<file path="src/rtl/avalmm_scope_regbank.sv">
// -----------------------------------------------------------------------------
// avalmm_scope_regbank
//
// Avalon-MM slave register bank for the oscilloscope datapath. It sits between
// the Nios II Qsys fabric and the per-channel acquisition/measurement blocks.
// It holds the global trigger/acquisition controls, the per-channel display
// shift/scale controls, a coherent amplitude snapshot per channel, sticky
// trigger flags (write-1-to-clear) and a maskable level interrupt.
//
// Bus handshake:
//   A read is accepted in every cycle in which avalon_read is high. No wait
//   states are used. avalon_readdata is registered, and avalon_readdatavalid
//   pulses for exactly one cycle, one clock after each read cycle. Back-to-back
//   reads therefore stream at full rate. A write takes effect at the clock
//   edge of its cycle, lane by lane under avalon_byteenable. When read and
//   write are both high, the read is served and the write is dropped.
//
// Address map (word addresses):
//   0 VERSION (read-only)       1 STATUS (W1C sticky trigger flags)
//   2 IRQ_MASK                  3 CTRL {trig_src[4:2], trig_edge[1], wave_run[0]}
//   4 deci_rate[9:0]            5 {trig_line[15:8], trig_level[SMP_W-1:0]}
//   8+4c+0 FREQ_c (live freq; the read also latches the amplitude snapshot)
//   8+4c+1 AMP_c  {8'd0, vpp, max, min} taken from the snapshot
//   8+4c+2 SHIFT_c {v_shift[25:16], h_shift[9:0]}
//   8+4c+3 SCALE_c v_scale[4:0]
//   Any other address reads as 0 and ignores writes.
//
// Ports:
//   sys_clk, rst              clock and asynchronous active-high reset
//   avalon_*                  Avalon-MM slave port (word addressed)
//   irq                       level interrupt, |(status & irq_mask), registered
//   ad_freq/ad_vpp/ad_max/ad_min  per-channel measurements, packed by channel
//   trig_evt                  per-channel one-cycle trigger pulses
//   deci_rate .. v_scale      control outputs to the acquisition datapath
// -----------------------------------------------------------------------------
module avalmm_scope_regbank #(
  parameter int          NUM_CH  = 2,
  parameter int          FREQ_W  = 20,
  parameter int          SMP_W   = 8,
  parameter int          ADDR_W  = 5,
  parameter logic [31:0] VERSION = 32'h0002_0000
) (
  input  logic                      sys_clk,
  input  logic                      rst,
  input  logic [ADDR_W-1:0]         avalon_address,
  input  logic                      avalon_read,
  input  logic                      avalon_write,
  input  logic [31:0]               avalon_writedata,
  input  logic [3:0]                avalon_byteenable,
  output logic [31:0]               avalon_readdata,
  output logic                      avalon_readdatavalid,
  output logic                      irq,
  input  logic [NUM_CH*FREQ_W-1:0]  ad_freq,
  input  logic [NUM_CH*SMP_W-1:0]   ad_vpp,
  input  logic [NUM_CH*SMP_W-1:0]   ad_max,
  input  logic [NUM_CH*SMP_W-1:0]   ad_min,
  input  logic [NUM_CH-1:0]         trig_evt,
  output logic [9:0]                deci_rate,
  output logic [SMP_W-1:0]          trig_level,
  output logic [7:0]                trig_line,
  output logic                      trig_edge,
  output logic [2:0]                trig_src,
  output logic                      wave_run,
  output logic [NUM_CH*10-1:0]      h_shift,
  output logic [NUM_CH*10-1:0]      v_shift,
  output logic [NUM_CH*5-1:0]       v_scale
);

  // ---------------------------------------------------------------------------
  // Address constants
  // ---------------------------------------------------------------------------
  localparam logic [ADDR_W-1:0] A_VERSION  = ADDR_W'(0);
  localparam logic [ADDR_W-1:0] A_STATUS   = ADDR_W'(1);
  localparam logic [ADDR_W-1:0] A_IRQ_MASK = ADDR_W'(2);
  localparam logic [ADDR_W-1:0] A_CTRL     = ADDR_W'(3);
  localparam logic [ADDR_W-1:0] A_DECI     = ADDR_W'(4);
  localparam logic [ADDR_W-1:0] A_TRIG     = ADDR_W'(5);

  localparam logic [SMP_W-1:0]  TRIG_LEVEL_RST = SMP_W'(1) << (SMP_W - 1);
  localparam logic [2:0]        SRC_MAX        = 3'(NUM_CH - 1);

  // ---------------------------------------------------------------------------
  // Registers
  // ---------------------------------------------------------------------------
  logic [9:0]                r_deci_rate;
  logic [SMP_W-1:0]          r_trig_level;
  logic [7:0]                r_trig_line;
  logic                      r_trig_edge;
  logic [2:0]                r_trig_src;
  logic                      r_wave_run;
  logic [NUM_CH-1:0]         r_status;
  logic [NUM_CH-1:0]         r_irq_mask;
  logic                      r_irq;
  logic [NUM_CH*10-1:0]      r_h_shift;
  logic [NUM_CH*10-1:0]      r_v_shift;
  logic [NUM_CH*5-1:0]       r_v_scale;
  logic [NUM_CH*SMP_W-1:0]   r_snap_vpp;
  logic [NUM_CH*SMP_W-1:0]   r_snap_max;
  logic [NUM_CH*SMP_W-1:0]   r_snap_min;
  logic [31:0]               r_readdata;
  logic                      r_readdatavalid;

  // ---------------------------------------------------------------------------
  // Helpers
  // ---------------------------------------------------------------------------
  // Replace only the enabled byte lanes of a register image.
  function automatic logic [31:0] f_merge(input logic [31:0] old_v,
                                          input logic [31:0] new_v,
                                          input logic [31:0] mask);
    return (old_v & ~mask) | (new_v & mask);
  endfunction

  // Zero-extend a sample to 10 bits (SMP_W <= 10) and keep the low byte.
  function automatic logic [7:0] f_lo8(input logic [SMP_W-1:0] v);
    logic [9:0] t;
    t = 10'(v);
    return t[7:0];
  endfunction

  // ---------------------------------------------------------------------------
  // Write qualification and byte-lane merge
  // ---------------------------------------------------------------------------
  logic        w_wr;
  logic [31:0] w_be_mask;

  // A write that coincides with a read is discarded.
  assign w_wr = avalon_write & ~avalon_read;

  always_comb begin
    for (int i = 0; i < 4; i++) begin
      w_be_mask[8*i +: 8] = {8{avalon_byteenable[i]}};
    end
  end

  // Current register images, laid out exactly as they read back, so that a
  // merge leaves field bits in disabled lanes untouched.
  logic [31:0] w_img_ctrl, w_img_deci, w_img_trig, w_img_mask;
  logic [31:0] w_new_ctrl, w_new_deci, w_new_trig, w_new_mask;
  logic [2:0]  w_src_raw, w_src_clamped;

  // trig_level is ORed in: for SMP_W > 8 its top bits share the trig_line lane.
  assign w_img_ctrl = {27'd0, r_trig_src, r_trig_edge, r_wave_run};
  assign w_img_deci = {22'd0, r_deci_rate};
  assign w_img_trig = {16'd0, r_trig_line, 8'd0} | 32'(r_trig_level);
  assign w_img_mask = 32'(r_irq_mask);

  assign w_new_ctrl = f_merge(w_img_ctrl, avalon_writedata, w_be_mask);
  assign w_new_deci = f_merge(w_img_deci, avalon_writedata, w_be_mask);
  assign w_new_trig = f_merge(w_img_trig, avalon_writedata, w_be_mask);
  assign w_new_mask = f_merge(w_img_mask, avalon_writedata, w_be_mask);

  // Only existing channels can be selected as the trigger source.
  assign w_src_raw     = w_new_ctrl[4:2];
  assign w_src_clamped = (w_src_raw > SRC_MAX) ? SRC_MAX : w_src_raw;

  // ---------------------------------------------------------------------------
  // Per-channel decode and images
  // ---------------------------------------------------------------------------
  logic [NUM_CH-1:0] w_sel_freq, w_sel_amp, w_sel_shift, w_sel_scale;
  logic [31:0]       w_new_shift [NUM_CH];
  logic [31:0]       w_new_scale [NUM_CH];

  always_comb begin
    for (int c = 0; c < NUM_CH; c++) begin
      w_sel_freq[c]  = (avalon_address == ADDR_W'(8 + 4*c + 0));
      w_sel_amp[c]   = (avalon_address == ADDR_W'(8 + 4*c + 1));
      w_sel_shift[c] = (avalon_address == ADDR_W'(8 + 4*c + 2));
      w_sel_scale[c] = (avalon_address == ADDR_W'(8 + 4*c + 3));
      w_new_shift[c] = f_merge({6'd0, r_v_shift[c*10 +: 10], 6'd0, r_h_shift[c*10 +: 10]},
                               avalon_writedata, w_be_mask);
      w_new_scale[c] = f_merge({27'd0, r_v_scale[c*5 +: 5]},
                               avalon_writedata, w_be_mask);
    end
  end

  // ---------------------------------------------------------------------------
  // Global control registers
  // ---------------------------------------------------------------------------
  always_ff @(posedge sys_clk or posedge rst) begin
    if (rst) begin
      r_deci_rate  <= 10'd2;
      r_trig_level <= TRIG_LEVEL_RST;
      r_trig_line  <= 8'd148;
      r_trig_edge  <= 1'b0;
      r_trig_src   <= 3'd0;
      r_wave_run   <= 1'b1;
      r_irq_mask   <= '0;
    end else if (w_wr) begin
      case (avalon_address)
        A_IRQ_MASK: r_irq_mask <= w_new_mask[NUM_CH-1:0];
        A_CTRL: begin
          r_wave_run  <= w_new_ctrl[0];
          r_trig_edge <= w_new_ctrl[1];
          r_trig_src  <= w_src_clamped;
        end
        A_DECI:     r_deci_rate <= w_new_deci[9:0];
        A_TRIG: begin
          r_trig_level <= w_new_trig[SMP_W-1:0];
          r_trig_line  <= w_new_trig[15:8];
        end
        default: ;
      endcase
    end
  end

  // ---------------------------------------------------------------------------
  // Per-channel shift/scale registers
  // ---------------------------------------------------------------------------
  always_ff @(posedge sys_clk or posedge rst) begin
    if (rst) begin
      r_h_shift <= '0;
      r_v_shift <= '0;
      r_v_scale <= '0;
    end else begin
      for (int c = 0; c < NUM_CH; c++) begin
        if (w_wr && w_sel_shift[c]) begin
          r_h_shift[c*10 +: 10] <= w_new_shift[c][9:0];
          r_v_shift[c*10 +: 10] <= w_new_shift[c][25:16];
        end
        if (w_wr && w_sel_scale[c]) begin
          r_v_scale[c*5 +: 5] <= w_new_scale[c][4:0];
        end
      end
    end
  end

  // ---------------------------------------------------------------------------
  // Measurement snapshot: reading FREQ_c freezes vpp/max/min of channel c so a
  // following AMP_c read belongs to the same instant as the frequency value.
  // ---------------------------------------------------------------------------
  always_ff @(posedge sys_clk or posedge rst) begin
    if (rst) begin
      r_snap_vpp <= '0;
      r_snap_max <= '0;
      r_snap_min <= '0;
    end else begin
      for (int c = 0; c < NUM_CH; c++) begin
        if (avalon_read && w_sel_freq[c]) begin
          r_snap_vpp[c*SMP_W +: SMP_W] <= ad_vpp[c*SMP_W +: SMP_W];
          r_snap_max[c*SMP_W +: SMP_W] <= ad_max[c*SMP_W +: SMP_W];
          r_snap_min[c*SMP_W +: SMP_W] <= ad_min[c*SMP_W +: SMP_W];
        end
      end
    end
  end

  // ---------------------------------------------------------------------------
  // Sticky trigger flags and interrupt. A new event wins over a coincident
  // clear because the set term is ORed in after the clear.
  // ---------------------------------------------------------------------------
  logic [NUM_CH-1:0] w_clr;

  assign w_clr = (w_wr && (avalon_address == A_STATUS))
               ? (avalon_writedata[NUM_CH-1:0] & w_be_mask[NUM_CH-1:0])
               : '0;

  always_ff @(posedge sys_clk or posedge rst) begin
    if (rst) begin
      r_status <= '0;
      r_irq    <= 1'b0;
    end else begin
      r_status <= (r_status & ~w_clr) | trig_evt;
      r_irq    <= |(r_status & r_irq_mask);
    end
  end

  // ---------------------------------------------------------------------------
  // Read path
  // ---------------------------------------------------------------------------
  logic [31:0] w_rdata;

  always_comb begin
    w_rdata = '0;
    case (avalon_address)
      A_VERSION:  w_rdata = VERSION;
      A_STATUS:   w_rdata = 32'(r_status);
      A_IRQ_MASK: w_rdata = w_img_mask;
      A_CTRL:     w_rdata = w_img_ctrl;
      A_DECI:     w_rdata = w_img_deci;
      A_TRIG:     w_rdata = w_img_trig;
      default:    ;
    endcase
    for (int c = 0; c < NUM_CH; c++) begin
      if (w_sel_freq[c]) begin
        w_rdata = 32'(ad_freq[c*FREQ_W +: FREQ_W]);
      end
      if (w_sel_amp[c]) begin
        w_rdata = {8'd0,
                   f_lo8(r_snap_vpp[c*SMP_W +: SMP_W]),
                   f_lo8(r_snap_max[c*SMP_W +: SMP_W]),
                   f_lo8(r_snap_min[c*SMP_W +: SMP_W])};
      end
      if (w_sel_shift[c]) begin
        w_rdata = {6'd0, r_v_shift[c*10 +: 10], 6'd0, r_h_shift[c*10 +: 10]};
      end
      if (w_sel_scale[c]) begin
        w_rdata = {27'd0, r_v_scale[c*5 +: 5]};
      end
    end
  end

  always_ff @(posedge sys_clk or posedge rst) begin
    if (rst) begin
      r_readdata      <= '0;
      r_readdatavalid <= 1'b0;
    end else begin
      r_readdatavalid <= avalon_read;
      if (avalon_read) begin
        r_readdata <= w_rdata;
      end
    end
  end

  // ---------------------------------------------------------------------------
  // Outputs
  // ---------------------------------------------------------------------------
  assign avalon_readdata      = r_readdata;
  assign avalon_readdatavalid = r_readdatavalid;
  assign irq                  = r_irq;
  assign deci_rate            = r_deci_rate;
  assign trig_level           = r_trig_level;
  assign trig_line            = r_trig_line;
  assign trig_edge            = r_trig_edge;
  assign trig_src             = r_trig_src;
  assign wave_run             = r_wave_run;
  assign h_shift              = r_h_shift;
  assign v_shift              = r_v_shift;
  assign v_scale              = r_v_scale;

endmodule

</file>
<file path="config.mk">
export PLATFORM = sky130hd
export DESIGN_NAME = avalmm_scope_regbank
export DESIGN_NICKNAME = d
export VERILOG_FILES = /design/src/rtl/avalmm_scope_regbank.sv
export SDC_FILE = /design/constraint.sdc
export NUM_CORES = 1
export LEC_CHECK = 0
export BUFFER_PORTS_ARGS = -buffer_cell sky130_fd_sc_hd__buf_2
export CAP_MARGIN = 25
export CORE_ASPECT_RATIO = 0.6
export CORE_MARGIN = 2
export CORE_UTILIZATION = 45
export DETAILED_ROUTE_END_ITERATION = 7
export PLACE_DENSITY = 0.72
export RECOVER_POWER = 50
export SETUP_SLACK_MARGIN = 0.3
export SLEW_MARGIN = 20
export SYNTH_ARGS = -nofsm -noshare
export SYNTH_HDL_FRONTEND = slang
export SYNTH_SLANG_ARGS = --single-unit
</file>
<file path="constraint.sdc">
create_clock -name sys_clk -period 6.05 [get_ports sys_clk]
set_input_delay 0 -clock sys_clk [delete_from_list [all_inputs] [get_ports sys_clk]]
set_output_delay 0 -clock sys_clk [all_outputs]
set_load 0.01 [all_outputs]
</file>
==> out/metrics.yaml <==
clock_tree:
  cts_tree: "yes"
  cts_buffer_depth: 2
  clk_pin_slew_ns: 0.07
  cts.sinks: 161
  clk_latency_ns: 0.42
  cts_buffers: 17
  htreeDepth: 4
  root_buffer: "clkbuf_16"
  post_cts_buffers: 0
worst_setup_path:
  r2r_start: "r_snap_min[4]"
  crit_chain: "buf_2 > clkbuf_1 > nand3_2 > mux2_1"
  required_ns: 6.34
  critPathKind: "input pin to flop"
  end_kind: "flop"
  start_kind: "input pin"
  critPathMaxFanout: 50
  critPathTopFamily: "buffers and inverters"
  crit_start: "avalon_read"
  crit_path_top_delay_cell: "clkbuf_1"
  path_buf_inv: 2
  critPathMaxStageDelay_ns: 1.89
  worstPathArrival_ns: 4.06
sta:
  period_needed_ns: 3.77
  finalMaxSlewViolations: 88
  rsz0062_at_grt: "no"
  slew_headroom_pct: -77.6
  whs_ns: 0.0292
  hold_viol: 0
  max_slew.worst_pin.slew_ns: 2.66
  fmax_mhz: 265
  clock_skew_ns: 0.0135
  fin_tns_setup_ns: 0
  finalSetupViolCount: 0
  finalCritPeriodShare_pct: 62.4
synth:
  synthCells: 684
  seq_area_frac_synth_pct: 52.0
  synth_top_area_share_pct: 49.9
  ys_top_cells_by_area: "dfrtp_1 (50%), mux2_2 (14%), mux2_1 (5.7%), o21ai_0 (2.6%), a22oi_1 (2.1%)"
  synth.largest_area_cell: "dfrtp_1"
  synth-main-ff-cell: "dfrtp_1"
  yosysWarnings: 0
  ys_seq_elements: 161
  synth.avg_cell_area_um2: 11.4
  synth_area_um2: 7770
  synth_edf_count: 0
  async_flop_share_pct: 100
  ys_types: 54
run_status:
  violations: "max-capacitance violations, max-slew violations"
  status: "finished, violations left"
floorplan:
  dieArea_um2: 18400
  die_w_um: 174
  die_h_um: 106
  start_util_pct: 45.6
  std_cell_rows: 37
  core_um2: 17000
  ios: 250
pwr:
  pwr-share-comb_pct: 15.1
  p_int_mw: 1.96
  p_sw_share_pct: 28.8
  power_density_nw_per_um2: 265
  power_leakage_nw: 4.72
  seqPwrFrac_pct: 46.6
  power_frac_clock_pct: 38.3
  ir_worst_vdd_mv: 0.198
  switching_power_mw: 0.794
  p_total_mw: 2.76
min_path:
  hp-class: "input pin to flop"
  hold_start: "ad_freq[29]"
grt:
  grt_pass1_wl_um: 40500
  antenna_found_initial: 3
  gr-usage-all-layers_pct: 29.2
  first_global_vias: 7165
  grt_max_degree: 99
  grt.overflow.total: 0
drt:
  vias_per_cell: 5.69
  num_vias: 7059
  antenna_left: 0
  drt-initial-drc-count: 666
  drc: 0
  wl_met1_um: 12300
  dr_wl_met2_um: 11600
  wl_um: 26700
  wl_per_cell_um: 21.5
  dr.max_layer_used: "met5"
  firstDrtPassIters: 5
  wl_met3_um: 2500
layout:
  fillers: 1524
  fin_nets: 1128
  fin_util_pct: 61.0
  drive_gt1_share_pct: 27.5
  stdcell_area_um2: 10400
  areaGrowthSynthToFinish_pct: 33.8
run:
  cap_viol_max_count: 2
placed_design:
  gp_congestion: 0.893
  dp_hpwl_um: 18600
  port-buffer-count: 237
  placed_area_um2: 9130
worst reg2reg max path, delay by kind of cell (launching register included):
kind	cells	cell delay [ns]
compound gates	3	0.67
flops	1	0.38
simple gates	2	0.63
worst paths after layout:
| check | end | slack [ns] | cells after the start |
|---|---|---|---|
| max | r_snap_min[9] | 2.28 | 4 |
| min | avalon_readdata[9] | 0.03 | 4 |
| max reg2reg | avalon_readdata[4] | 4.26 | 5 |
| min reg2reg | r_snap_min[6] | 0.49 | 1 |
| max in group asynchronous | r_snap_vpp[3] | 4.30 | 4 |
| min in group asynchronous | async pin | 0.33 | 3 |
power by group through the flow:
| stage | sequential, mW | clock, mW | combinational, mW |
|---|---|---|---|
| 2_1_floorplan | 1.31 | 0 | 0.196 |
| 3_3_place_gp | 1.30 | 0 | 0.374 |
| 3_5_place_dp | 1.30 | 0 | 0.384 |
| 4_1_cts | 1.28 | 1.07 | 0.428 |
| 5_1_grt | 1.30 | 1.11 | 0.453 |
| 6_report | 1.29 | 1.06 | 0.415 |
cell usage after synthesis (all sizes together) (2+ instances only):
library cell  number
mux2             134
clkbuf            18
nor2b             15
o22ai             15
a2bb2oi            2
and2               2
or3                5
o21ai             43
nor3               9
nor4               3
o21a               6
o211ai             8
nand4              2
o22a               2
nand2b            11
a22o              15
nand3             19
nand3b             2
a31oi             16
or3b               2
nand2             31
dfrtp            155
and3               2
a21oi             21
a221oi             8
nor2              43
inv               24
buf               25
nor3b              5
a21o               2
o211a              2
dfstp              6
a22oi             22
what timing repair did:
action / CTS / global route
hold endpoints to repair: 215 / 0
hold buffers: 84 / 0
gates resized for setup: 0 / 0
per-layer routing:
metal,vias up,GRT usage [%]
met4,4,6.12
met2,389,44.6
met3,34,8.15
met5,-,0
met1,3524,41.6
li1,3108,-
area by class of cell:
type | count | area (µm²) | share of cell area [%]
Multi-Input combinational cell | 461 | 3460 | 33.3
Timing Repair Buffer | 328 | 1940 | 18.7
Inverter | 24 | 95.1 | 0.915
Antenna cell | 1 | 2.50 | 0.0241
Clock inverter | 13 | 119 | 1.14
Clock buffer | 19 | 453 | 4.36
Tap cell | 234 | 293 | 2.82
Sequential cell | 161 | 4040 | 38.8
logic make-up after synthesis:
logic type             after synthesis  synth area share, %
AO/OA/AOI/OAI                      166                 14.1
buffers and inverters               67                 3.87
flip-flops                         161                 52.0
multiplexers                       134                 19.4
other                                1               0.0483
AND/OR/NAND/NOR                    155                 10.6
stage by stage:
| stage | cells | setup slack [ns] |
|---|---|---|
| after detailed placement | 1124 | 3.19 |
| after floorplan | 689 | 1.71 |
| final | 1241 | 2.28 |
| after global routing | 1241 | 2.15 |
| after CTS | 1240 | 3.63 |
| after global placement | 1123 | 3.18 |
layout by cell type (no fill, tap or decap), drive strengths merged, types with 2 or more instances in the layout:
cell / synthesis / routed
dfrtp: 155 / 155
buf: 25 / 136
mux2: 134 / 134
clkbuf: 18 / 127
dlygate4sd3: 0 / 84
o21ai: 43 / 43
nor2: 43 / 43
inv: 24 / 32
nand2: 31 / 31
a22oi: 22 / 22
a21oi: 21 / 21
nand3: 19 / 19
a31oi: 16 / 16
nor2b: 15 / 15
a22o: 15 / 15
o22ai: 15 / 15
nand2b: 11 / 11
nor3: 9 / 9
o211ai: 8 / 8
a221oi: 8 / 8
o21a: 6 / 6
conb: 1 / 6
dfstp: 6 / 6
or3: 5 / 5
nor3b: 5 / 5
clkinv: 0 / 4
nor4: 3 / 3
and2: 2 / 2
a2bb2oi: 2 / 2
and3: 2 / 2
nand3b: 2 / 2
o211a: 2 / 2
o22a: 2 / 2
nand4: 2 / 2
a21o: 2 / 2
or3b: 2 / 2
Power figures use the tool's default switching activity.
